## config.mk

```make
export PLATFORM = sky130hd
export DESIGN_NAME = mul_div_unit
export DESIGN_NICKNAME = d
export VERILOG_FILES = /design/src/rtl/slc3_pkg.sv /design/src/rtl/muldiv_datapath.sv /design/src/rtl/mul_div_unit.sv
export SDC_FILE = /design/constraint.sdc
export NUM_CORES = 1
export LEC_CHECK = 0
export CAP_MARGIN = 20
export CORE_ASPECT_RATIO = 1.2
export CORE_MARGIN = 5
export CORE_UTILIZATION = 47
export DETAILED_ROUTE_END_ITERATION = 12
export PLACE_DENSITY_LB_ADDON = 0.25
export SLEW_MARGIN = 15
export SYNTH_ARGS = -nofsm -noshare
export SYNTH_HDL_FRONTEND = slang
export SYNTH_HIERARCHICAL = 1
export SYNTH_SLANG_ARGS = --single-unit
```

## constraint.sdc

```tcl
create_clock -name CLK -period 6.2 [get_ports CLK]
set_input_delay 1.24 -clock CLK [delete_from_list [all_inputs] [get_ports CLK]]
set_output_delay 1.24 -clock CLK [all_outputs]
set_load 0.03 [all_outputs]
```

## src/rtl/slc3_pkg.sv

```systemverilog
// -----------------------------------------------------------------------------
// slc3_pkg
// Shared types and constants for the SLC-3 multiply/divide unit.
//   state_t   : controller states IDLE / RUN / WB
//   op_t      : operation encoding, OP_MUL = 0, OP_DIV = 1
//   bypass_t  : how the WB result is produced (datapath, divide-by-zero
//               constant, or divider-not-built constant)
//   DEFAULT_WIDTH : default operand/result width
// -----------------------------------------------------------------------------
package slc3_pkg;

    localparam int DEFAULT_WIDTH = 16;

    typedef enum logic [1:0] {
        IDLE = 2'd0,
        RUN  = 2'd1,
        WB   = 2'd2
    } state_t;

    typedef enum logic {
        OP_MUL = 1'b0,
        OP_DIV = 1'b1
    } op_t;

    typedef enum logic [1:0] {
        BYP_NONE  = 2'd0,
        BYP_DBZ   = 2'd1,
        BYP_NODIV = 2'd2
    } bypass_t;

endpackage

```

## src/rtl/muldiv_datapath.sv

```systemverilog
// -----------------------------------------------------------------------------
// muldiv_datapath
// Iterative unsigned multiply (shift-add) and, when MUL_DIV_UNIT_DIV_EN is
// defined, unsigned restoring divide. One iteration per CLK while step is high.
// Three shared registers:
//   reg_a : product accumulator (mul) / partial remainder (div)
//   reg_b : shifting multiplicand (mul) / dividend becoming quotient (div)
//   reg_c : shifting multiplier (mul) / constant divisor (div)
// Ports:
//   CLK       in   clock
//   load      in   capture operand_a/operand_b and clear the accumulator
//   step      in   perform one iteration of the selected operation
//   op        in   operation of the operation in flight
//   operand_a in   multiplicand / dividend
//   operand_b in   multiplier / divisor
//   result    out  low product bits (mul) or quotient (div)
// Macro: MUL_DIV_UNIT_DIV_EN builds the divider path.
// -----------------------------------------------------------------------------
module muldiv_datapath
    import slc3_pkg::*;
#(
    parameter int WIDTH = DEFAULT_WIDTH
) (
    input  logic             CLK,
    input  logic             load,
    input  logic             step,
    input  op_t              op,
    input  logic [WIDTH-1:0] operand_a,
    input  logic [WIDTH-1:0] operand_b,
    output logic [WIDTH-1:0] result
);

    logic [WIDTH-1:0] reg_a;
    logic [WIDTH-1:0] reg_b;
    logic [WIDTH-1:0] reg_c;

`ifdef MUL_DIV_UNIT_DIV_EN
    logic [WIDTH:0]   rem_shift;
    logic [WIDTH-1:0] rem_diff;
    logic             rem_ge;

    // Restoring-division trial: shift the next dividend bit into the
    // remainder and see whether the divisor fits. The remainder is always
    // below the divisor, so the difference fits back into WIDTH bits.
    always_comb begin
        rem_shift = {reg_a, reg_b[WIDTH-1]};
        rem_ge    = (rem_shift >= {1'b0, reg_c});
        rem_diff  = rem_shift[WIDTH-1:0] - reg_c;
    end
`endif

    // Operand capture on load, then one shift-add or restoring step per cycle.
    always_ff @(posedge CLK) begin
        if (load) begin
            reg_a <= '0;
            reg_b <= operand_a;
            reg_c <= operand_b;
        end else if (step) begin
            if (op == OP_MUL) begin
                if (reg_c[0]) begin
                    reg_a <= reg_a + reg_b;
                end
                reg_b <= reg_b << 1;
                reg_c <= reg_c >> 1;
            end
`ifdef MUL_DIV_UNIT_DIV_EN
            else begin
                reg_a <= rem_ge ? rem_diff : rem_shift[WIDTH-1:0];
                reg_b <= {reg_b[WIDTH-2:0], rem_ge};
            end
`endif
        end
    end

`ifdef MUL_DIV_UNIT_DIV_EN
    assign result = (op == OP_DIV) ? reg_b : reg_a;
`else
    assign result = reg_a;
`endif

endmodule

```

## src/rtl/mul_div_unit.sv

```systemverilog
// -----------------------------------------------------------------------------
// mul_div_unit
// Multi-cycle unsigned multiply/divide unit writing its result into the
// register file. FSM IDLE -> RUN (WIDTH iterations) -> WB -> IDLE; a divide
// by zero (or a divide without the divider built) skips RUN.
// Outputs Done/LD_REG/DR/Result/Div_By_Zero are registered from the WB state,
// so they appear in the cycle following WB.
// Ports:
//   CLK          in   clock, rising edge
//   Reset        in   synchronous active-low reset
//   Start        in   request, sampled only in IDLE
//   Op           in   0 = multiply, 1 = divide
//   DR_in        in   destination register index
//   Operand_A    in   multiplicand / dividend
//   Operand_B    in   multiplier / divisor
//   Busy         out  high in RUN and WB
//   Done         out  one-cycle completion pulse
//   Result       out  product or quotient, held between operations
//   LD_REG       out  register-file write enable
//   DR           out  register-file write index
//   Div_By_Zero  out  sticky flag, cleared on the next accepted Start
// Macro: MUL_DIV_UNIT_DIV_EN builds the divider and Div_By_Zero logic.
// -----------------------------------------------------------------------------
module mul_div_unit
    import slc3_pkg::*;
#(
    parameter int WIDTH = DEFAULT_WIDTH
) (
    input  logic             CLK,
    input  logic             Reset,
    input  logic             Start,
    input  logic             Op,
    input  logic [2:0]       DR_in,
    input  logic [WIDTH-1:0] Operand_A,
    input  logic [WIDTH-1:0] Operand_B,
    output logic             Busy,
    output logic             Done,
    output logic [WIDTH-1:0] Result,
    output logic             LD_REG,
    output logic [2:0]       DR,
    output logic             Div_By_Zero
);

    localparam int CW = (WIDTH > 1) ? $clog2(WIDTH) : 1;

    state_t           state;
    op_t              op_q;
    bypass_t          bypass;
    logic [2:0]       dr_q;
    logic [CW-1:0]    count;
    logic [WIDTH-1:0] dp_result;
    logic             dp_load;
    logic             dp_step;

    assign Busy    = (state != IDLE);
    assign dp_load = (state == IDLE) && Start;
    assign dp_step = (state == RUN);

`ifdef MUL_DIV_UNIT_DIV_EN
    logic dbz_flag;
    assign Div_By_Zero = dbz_flag;
`else
    assign Div_By_Zero = 1'b0;
`endif

    muldiv_datapath #(
        .WIDTH(WIDTH)
    ) u_datapath (
        .CLK       (CLK),
        .load      (dp_load),
        .step      (dp_step),
        .op        (op_q),
        .operand_a (Operand_A),
        .operand_b (Operand_B),
        .result    (dp_result)
    );

    // Controller: accepts requests in IDLE, counts iterations in RUN and
    // issues the register-file write from WB. Done/LD_REG default low so
    // they pulse for exactly one cycle and a reset never leaves a write behind.
    always_ff @(posedge CLK) begin
        if (!Reset) begin
            state  <= IDLE;
            op_q   <= OP_MUL;
            bypass <= BYP_NONE;
            dr_q   <= '0;
            count  <= '0;
            Done   <= 1'b0;
            LD_REG <= 1'b0;
            DR     <= '0;
            Result <= '0;
`ifdef MUL_DIV_UNIT_DIV_EN
            dbz_flag <= 1'b0;
`endif
        end else begin
            Done   <= 1'b0;
            LD_REG <= 1'b0;
            case (state)
                IDLE: begin
                    if (Start) begin
                        op_q  <= op_t'(Op);
                        dr_q  <= DR_in;
                        count <= '0;
`ifdef MUL_DIV_UNIT_DIV_EN
                        dbz_flag <= 1'b0;
`endif
                        if (op_t'(Op) == OP_MUL) begin
                            bypass <= BYP_NONE;
                            state  <= RUN;
                        end else begin
`ifdef MUL_DIV_UNIT_DIV_EN
                            if (Operand_B == '0) begin
                                bypass <= BYP_DBZ;
                                state  <= WB;
                            end else begin
                                bypass <= BYP_NONE;
                                state  <= RUN;
                            end
`else
                            bypass <= BYP_NODIV;
                            state  <= WB;
`endif
                        end
                    end
                end
                RUN: begin
                    count <= count + 1'b1;
                    if (count == CW'(WIDTH - 1)) begin
                        state <= WB;
                    end
                end
                WB: begin
                    Done   <= 1'b1;
                    LD_REG <= (bypass != BYP_NODIV);
                    DR     <= dr_q;
                    case (bypass)
                        BYP_DBZ:   Result <= '1;
                        BYP_NODIV: Result <= '0;
                        default:   Result <= dp_result;
                    endcase
`ifdef MUL_DIV_UNIT_DIV_EN
                    if (bypass == BYP_DBZ) begin
                        dbz_flag <= 1'b1;
                    end
`endif
                    state <= IDLE;
                end
                default: state <= IDLE;
            endcase
        end
    end

endmodule

```

Word level (Yosys, flattened, before mapping)
Cells that the tools add are included.
{ "word_totals": {"elab_cells": 50, "register_bits": 81, "in_bits": 39, "out_inout_bits": 23} }
{ "classes": {"n_addsub": 2, "eq_ne": 9, "reduce_logical": 11, "mux": 15, "bitwise": 1} }
{ "ops": {"columns": ["operator", "n"], "rows": [
  ["16-bit 2-to-1 mux", 6],
  ["16-bit case mux with 2 select lines", 1],
  ["16-bit adder", 1],
  ["2-bit AND reduction", 5],
  ["2-bit 2-to-1 mux", 4],
  ["4-bit case mux with 2 select lines", 1],
  ["2-bit nonzero test", 3],
  ["4-bit by 1-bit adder with 4-bit output (second input constant)", 1],
  ["2-bit by 1-bit equality test with 1-bit output (second input constant)", 2],
  ["2-bit equality test (second input constant)", 2],
  ["4-bit equality test (second input constant)", 1],
  ["4-bit 2-to-1 mux", 1],
  ["2-bit by 1-bit inequality test with 1-bit output (second input constant)", 2],
  ["2-bit inequality test (second input constant)", 2],
  ["2-bit case mux with 2 select lines", 1],
  ["3-bit AND reduction", 1],
  ["2-bit zero test", 1],
  ["1-bit logical AND", 1],
  ["1-bit 2-to-1 mux", 1],
  ["1-bit NOT", 1]
]} }

Longest topological paths before layout
{ "depth": {"ltp_word": 4, "depth_mapped": 9, "depth_no_buf": 8} }

Modules after synthesis
The synthesis kept the hierarchy.
{ "modules_own_cells": {"columns": ["module", "seq_area_each_um2", "n_inst", "area_per_inst_um2", "cells_each"], "rows": [
  ["muldiv_datapath", 1281.2, 1, 2605.0, 228],
  ["mul_div_unit", 620.6, 1, 1132.3, 101]
]} }

Least setup slack after synthesis
No wires, ideal clock.
{ "synth_path": {"kind": "in2reg", "from": "input Start", "to": "register u_datapath.reg_b[0] (enable)", "cell_stages": 7, "required_time_ps": 5812, "setup_slack_ps": 2520, "path_buffers": 4, "setup_time_ps": 388, "arrival_time_ps": 3292, "cell_sequence": "or3b_1 > buf_2 > inv_1 > clkbuf_1 > clkbuf_1 > buf_1 > a21o_1"} }
{ "synth_via": {"elab_chain_cells": 3, "word_cells_on_any_way": 4, "classes_between": "1 x eq/ne; 3 x reduce/logical"} }
{ "synth_lines": {"columns": ["item", "line", "source"], "rows": [
  ["from (decl)", "mul_div_unit.sv:31", "input logic Start,"],
  ["1-bit logical AND (*)", "mul_div_unit.sv:56", "assign dp_load = (state == IDLE) && Start;"],
  ["net dp_load", "mul_div_unit.sv:52", "logic dp_load;"],
  ["2-bit by 1-bit inequality test with 1-bit output (no source line) / 2-bit nonzero test (equally long branches)", null, null],
  ["2-bit AND reduction (no source line) (*)", null, null],
  ["to (signal assigned)", "muldiv_datapath.sv:56", "reg_b <= operand_a;"],
  ["to (signal assigned)", "muldiv_datapath.sv:63", "reg_b <= reg_b << 1;"],
  ["to (decl)", "muldiv_datapath.sv:34", "logic [WIDTH-1:0] reg_b;"]
]} }
The timed path passes the listed nets; every way through them passes the cells marked *.
A chain may end at the register's enable or synchronous reset.

Worst setup path in the final report
{ "layout_path": {"from": "input Start", "to": "register u_datapath.reg_b[14], data pin"} }
{ "layout_via": {"elab_chain_cells": 2} }
{ "layout_lines": {"columns": ["item", "line", "source"], "rows": [
  ["1-bit logical AND", "mul_div_unit.sv:56", null],
  ["net dp_load", "mul_div_unit.sv:52", null],
  ["16-bit 2-to-1 mux", "muldiv_datapath.sv:54", "if (load) begin"]
]} }
The timed path passes the listed nets, and every way through them passes these cells.

==> impl_metrics.py <==
metrics = {
    "synthesis": {
        "ys_ff_latch": 79,
        "avgSynthCellArea_um2": 11.4,
        "synth.net_count": 385,
        "async_reset_ff_frac": 0,
        "yosysWarnings": 6,
        "synth.distinct_cells": 54,
        "seq_area_frac_synth": 0.509,
        "ys.flop_type": "dfxtp_1",
        "synth_edf_count": 32,
        "netlist_instances": 329,
        "netlist_area_um2": 3740,
    },
    "final_layout": {
        "finalNetCount": 439,
        "drive_gt1_frac": 0.160,
        "fin_cells": 480,
        "fin_util": 0.595,
        "area_growth_pct": 22.7,
        "antenna_cells": 0,
        "fillers": 665,
    },
    "worst_hold_path": {
        "hold_end": "Result[13]",
        "min_delay_path_depth": 1,
        "hold_path.class": "reg2reg",
        "min_from": "Result[13]",
    },
    "pwr": {
        "swShare": 0.258,
        "power.share.combinational": 0.180,
        "power_density_nw_per_um2": 279,
        "leakagePower_nw": 1.84,
        "p_seq_frac": 0.488,
        "internal_power_mw": 0.950,
        "power_mw": 1.28,
        "switching_power_mw": 0.330,
        "power.share.clock": 0.333,
        "ir_drop_mv": 0.131,
    },
    "floorplanning": {
        "die_x_um": 91.4,
        "io_pins": 62,
        "fp.dieH_um": 108,
        "die-area_um2": 9840,
        "std_cell_rows": 35,
        "initial_utilization": 0.485,
        "core-area_um2": 7710,
    },
    "route": {
        "drt-total-wl_um": 6870,
        "detail_route.iter0.violations": 197,
        "first_pass_iters": 5,
        "antenna_left": 0,
        "num_vias": 2634,
        "wl_per_cell_um": 14.3,
        "drc": 0,
        "viasPerCell": 5.49,
    },
    "global_routing": {
        "grt_use_total": 0.142,
        "globalRouteOverflowTotal": 0,
        "grt_antenna_before_repair": 0,
        "grt_pass1_vias": 2445,
        "grt_pass1_wl_um": 11400,
        "grt_max_degree": 41,
    },
    "timing": {
        "setup_tns_ps": 0,
        "max_freq_mhz": 284,
        "hold_viol_final": 0,
        "rsz0062_at_grt": "no",
        "period_share": 0.569,
        "post-route-min-period_ps": 3530,
        "worst_pin_slew_ps": 791,
        "skew_ps": 8.94,
        "setup_viol": 0,
        "slew_headroom": 0.471,
        "drv_slew": 0,
    },
    "outcome": {
        "status": "completed",
    },
    "clocking": {
        "cts_resized": 0,
        "h-tree-depth": 3,
        "clkTransAtPathRegs_ps": 80,
        "cts-root-buf": "clkbuf_8",
        "cts_tree": "yes",
        "clk_path_buf_depth": 2,
        "ctsHoldBuffers": 0,
        "clk_latency_ps": 340,
        "post_cts_buffers": 0,
        "cts.sink_count": 79,
        "cts_buffers": 9,
    },
    "setup_path": {
        "crit_arrival_ps": 3620,
        "crit_path_end_kind": "flop",
        "setup.worst_path.class": "in2reg",
        "r2r_cells": 8,
        "crit_fanout": 40,
        "r2r-start": "u_datapath/reg_b[0]",
        "rrSetupSlack_ps": 3680,
        "worstReg2RegEnd": "u_datapath/result[14]",
        "required_ps": 6290,
        "worst_setup_path_start_kind": "input pin",
    },
    "placement": {
        "hpwl_um": 5020,
        "place_congestion": 0.842,
        "numPortBuffers": 60,
        "dp.cells": 464,
    },
    "run": {
        "maxCapViolCount": 0,
    },
}
critical path, stage by stage:
cell	delay [ps]
clkdlybuf4s50_1	500
or3b_1	540
inv_2	550
buf_4	400
mux2_2	380
cell usage in the layout (no fill, tap or decap), types with 2 or more instances in the layout:
cell type	count
a211oi_1	2
a21o_1	8
a21oi_1	20
a22o_1	10
a22o_2	6
a31oi_1	6
and2_1	2
and3_1	2
buf_4	2
bufinv_16	2
clkbuf_8	10
clkdlybuf4s50_1	60
dfxtp_1	47
edfxtp_1	32
ha_1	16
inv_1	6
inv_4	2
mux2_2	30
mux2i_1	10
nand2_1	25
nand2b_1	4
nand3_1	10
nand3b_1	4
nand4b_1	2
nor2_1	17
nor2b_1	3
nor3_1	3
nor3b_1	5
nor4_1	2
o21ai_0	5
or2_2	2
or3_1	3
or4_1	2
xnor2_1	4
xor2_1	3
routing by layer:
| layer | vias up | GRT usage | wire length (um) |
|---|---|---|---|
| met5 | - | 0 | 0 |
| met1 | 1239 | 0.187 | 3150 |
| met2 | 67 | 0.222 | 3230 |
| met3 | 9 | 0.0336 | 382 |
| met4 | 0 | 0.0629 | 105 |
| li1 | 1319 | - | - |
stage by stage:
stage	setup slack [ps]	instance area [um2]	hold slack, ps
4_1_cts	2680	4580	486
6_report	2670	4580	484
3_3_place_gp	2340	4360	458
3_5_place_dp	2320	4360	462
5_1_grt	2560	4580	497
2_1_floorplan	2520	3740	449
layout make-up:
type	count	area [um2]	area share
clock buffer	10	138	0.0300
clock inverter	6	90.1	0.0197
inverter	7	26.3	0.00573
multi-input combinational	224	1700	0.370
sequential	79	1900	0.415
tap	92	115	0.0251
timing repair buffer	62	616	0.134
registers in the layout (all words and copies together) (netlist names), 2 cells and up:
register,cells
DR,3
Result,16
count,4
dr_q,3
state,2
u_datapath/reg_b,16
u_datapath/reg_c,16
u_datapath/result,16
cell usage after synthesis, drive strengths merged, types with 2 or more instances:
master | instances | area, um2
dfxtp | 47 | 941
and2 | 3 | 21.3
edfxtp | 32 | 961
o31ai | 2 | 20.0
nor3b | 5 | 37.5
nor3 | 4 | 31.3
or4 | 2 | 15.0
nand4b | 2 | 17.5
mux2 | 31 | 349
nand3b | 4 | 30.0
or3 | 3 | 18.8
or2 | 2 | 12.5
buf | 9 | 73.8
ha | 16 | 200
nor2 | 17 | 63.8
mux2i | 10 | 100
o21ai | 5 | 25.0
clkbuf | 10 | 37.5
a211oi | 2 | 15.0
xnor2 | 4 | 35.0
a21o | 8 | 60.1
xor2 | 3 | 26.3
nor2b | 3 | 18.8
inv | 7 | 26.3
nand2b | 4 | 25.0
a22o | 16 | 148
and3 | 2 | 12.5
nor4 | 2 | 12.5
nand2 | 25 | 93.8
a21oi | 20 | 100
nand3 | 10 | 50.1
a31oi | 7 | 50.1
cells by family after synthesis:
family | count (synthesis) | synth area share
AO/OA/AOI/OAI | 67 | 0.128
XOR/XNOR | 7 | 0.0164
adder cells (fa/ha/maj) | 17 | 0.0589
buffers and inverters | 26 | 0.0368
flip-flops | 79 | 0.509
multiplexers | 41 | 0.120
other | 1 | 0.00100
AND/OR/NAND/NOR | 91 | 0.130
power groups by stage:
stage          Combinational, mW  Clock [mW]  Sequential, mW
6_report                   0.230       0.426           0.625
2_1_floorplan              0.171           0           0.632
4_1_cts                    0.230       0.440           0.625
5_1_grt                    0.253       0.463           0.631
3_5_place_dp               0.230           0           0.637
3_3_place_gp               0.224           0           0.636
worst max-delay path by stage:
| stage | startpoint | endpoint | slack (ps) | cells past startpoint |
|---|---|---|---|---|
| finish | Start | u_datapath/reg_b[14] | 2670 | 5 |
| CTS | Start | u_datapath/reg_b[14] | 2680 | 5 |
| floorplan | Start | u_datapath/reg_b[0] | 2520 | 7 |
| global route | Start | u_datapath/reg_b[14] | 2560 | 5 |
| detailed placement | Start | u_datapath/reg_b[14] | 2320 | 5 |
| global placement | Start | u_datapath/reg_b[15] | 2340 | 5 |
(Power assumes the default switching activity.)
==> patch (same flow settings) <==
Change the package constant `DEFAULT_WIDTH` from 16 to 32.
--- a/src/rtl/slc3_pkg.sv
+++ b/src/rtl/slc3_pkg.sv
@@ -10,5 +10,5 @@
 package slc3_pkg;
 
-    localparam int DEFAULT_WIDTH = 16;
+    localparam int DEFAULT_WIDTH = 32;
 
     typedef enum logic [1:0] {
Interface: changed (resized Operand_A, Operand_B and Result); port bits go from 62 to 110. No check against the original RTL was run, so the function may have changed too.
==> patch against the original RTL <==
Die area rose by 81%; power rose by 110%; wire length rose by 130%; clock power rose by 140%; sequential cell count rose by 65; combinational power rose by 110%; design area rose by 94%; synthesized area rose by 91%; critical path depth did not move; setup slack got worse by 0.43 ns.
==> patch: results (changes against the original RTL) <==
pin count of the biggest net entering global routing 35 (was 41); Vias/cell 5.53 (was 5.49); Distinct cells, synth 65 (was 54); Max clock buf depth 2 (unchanged); I/O Buffers 108 (was 60); status finished, final reports clean (unchanged); post-route setup slack 2.24 ns (was 2.67 ns); Resized cells post-CTS 0 (unchanged); synth warn 6 (unchanged); layout cell share with drive strength beyond 1 15.3% (was 16.0%); static leakage 3.42 nW (was 1.84 nW); skew final 0.00653 ns (was 0.00894 ns); H-tree lvl count 4 (was 3); Antenna diodes 0 (unchanged); Mapped Nets 739 (was 385); first-pass GRT wire length 26500 um (was 11400 um); clock latency on the worst-skew pair 0.42 ns (was 0.34 ns); reg2reg setup slack 3.15 ns (was 3.68 ns); Post-synth EDFFs 64 (was 32); total setup buffers inserted after CTS 0 (unchanged); top post-synthesis cells by area edfxtp_1 27%, dfxtp_1 22%, mux2_2 9.8% (was edfxtp_1 26%, dfxtp_1 25%, mux2_2 9.0%); Seq/Total Area, Yosys 49.3% (was 50.9%); ys flop type dfxtp_1 (unchanged); starting DRC count in detailed routing 260 (was 197); drt wl/cell 16.9 um (was 14.3 um); initial antenna violation count 0 (unchanged); switching share of power 27.2% (was 25.8%); FILL cells 1308 (was 665); CTS root buf clkbuf_16 (was clkbuf_8); routability cong. 0.883 (was 0.842); clock-pin slew on the worst setup and hold paths 0.06 ns (was 0.08 ns); vias in the first global route 5363 (was 2445); Async SR Flop Fraction 0% (unchanged); CTS Buf Count 17 (was 9); Slew @ Worst Pin 0.755 ns (was 0.791 ns); crit-path max FO 34 (was 40); GRT Total Usage 18.6% (was 14.2%); VDD IR-drop max 0.000178 V (was 0.000131 V); worst slack, placed 1.75 ns (was 2.32 ns); drt pass-1 iters 4 (was 5); HP Class register to register (unchanged); most frequent cells after synthesis 80 x dfxtp_1, 64 x edfxtp_1, 62 x mux2_2 (was 47 x dfxtp_1, 32 x edfxtp_1, 30 x mux2_2); critical path arrival 4.03 ns (was 3.62 ns); detailed placement HPWL 11500 um (was 5020 um); nets@finish 837 (was 439)
[patch: cell types whose count changed in the layout (fill, tap and decap cells not counted), moves of 10 or more]
cell | unedited run | this run
clkdlybuf4s50_1 | 60 | 108
a21oi_1 | 20 | 55
a22o_1 | 10 | 44
nand2_1 | 25 | 59
dfxtp_1 | 47 | 80
edfxtp_1 | 32 | 64
mux2_2 | 30 | 62
clkbuf_16 | 0 | 17
ha_1 | 16 | 33
xnor2_1 | 4 | 20
clkbuf_8 | 10 | 0
[patch: final timing paths]
check | start | to | cells past startpoint
max reg2reg | state[0] | u_datapath/reg_b[14] | 4
min | Result[25] | Result[25] | 1
max | Start | u_datapath/reg_b[14] | 5
min reg2reg | Result[25] | Result[25] | 1
[patch: power groups by stage]
stage               Sequential [mW]  Clock, mW  Combinational, mW
finish                         1.14       1.01              0.485
global route                   1.15       1.07              0.535
CTS                            1.14       1.04              0.486
detailed placement             1.16          0              0.483
global placement               1.16          0              0.471
floorplan                      1.15          0              0.360
[patch: through the flow]
step,hold slack [ns],util [%],instance area (um^2),power (mW),std cells
after floorplan,0.449,-,7150,1.51,634
after global placement,0.455,55.7,8330,1.63,917
after detailed placement,0.456,55.7,8330,1.64,917
after CTS,0.476,59.6,8910,2.66,949
after global routing,0.486,59.6,8910,2.75,949
final,0.472,59.6,8910,2.64,949
[patch: logic make-up after synthesis]
logic type	share of synthesized area, %
simple gates	9.55
mux	11.3
flops	49.3
fa+ha+maj	6.05
xor+xnor	3.43
compound gates	17.0
buf+inv	3.32
other cells	0.0524
[patch: final cells by class]
| cell class | instances | area (um^2) | share of cell area (%) |
|---|---|---|---|
| clock inverter | 14 | 154 | 1.73 |
| sequential | 144 | 3520 | 39.5 |
| inverter | 7 | 26.3 | 0.295 |
| timing repair buffer | 115 | 1130 | 12.7 |
| clock buffer | 18 | 429 | 4.82 |
| multi-input combinational | 447 | 3390 | 38.0 |
| tap | 204 | 255 | 2.86 |
[patch: critical path: stages]
cell             delay, ns
clkdlybuf4s50_1       0.49
or3b_1                0.55
inv_2                 0.54
a21o_2                0.66
buf_4                 0.52
[patch: routing by layer]
layer  part of all wire (%)  routed length (um)  global-route usage, %
met5                      0                   0                      0
met4                    2.2                 361                   7.45
met3                    5.7                 907                   5.33
met2                     49                7900                   30.6
met1                     43                6880                   22.7
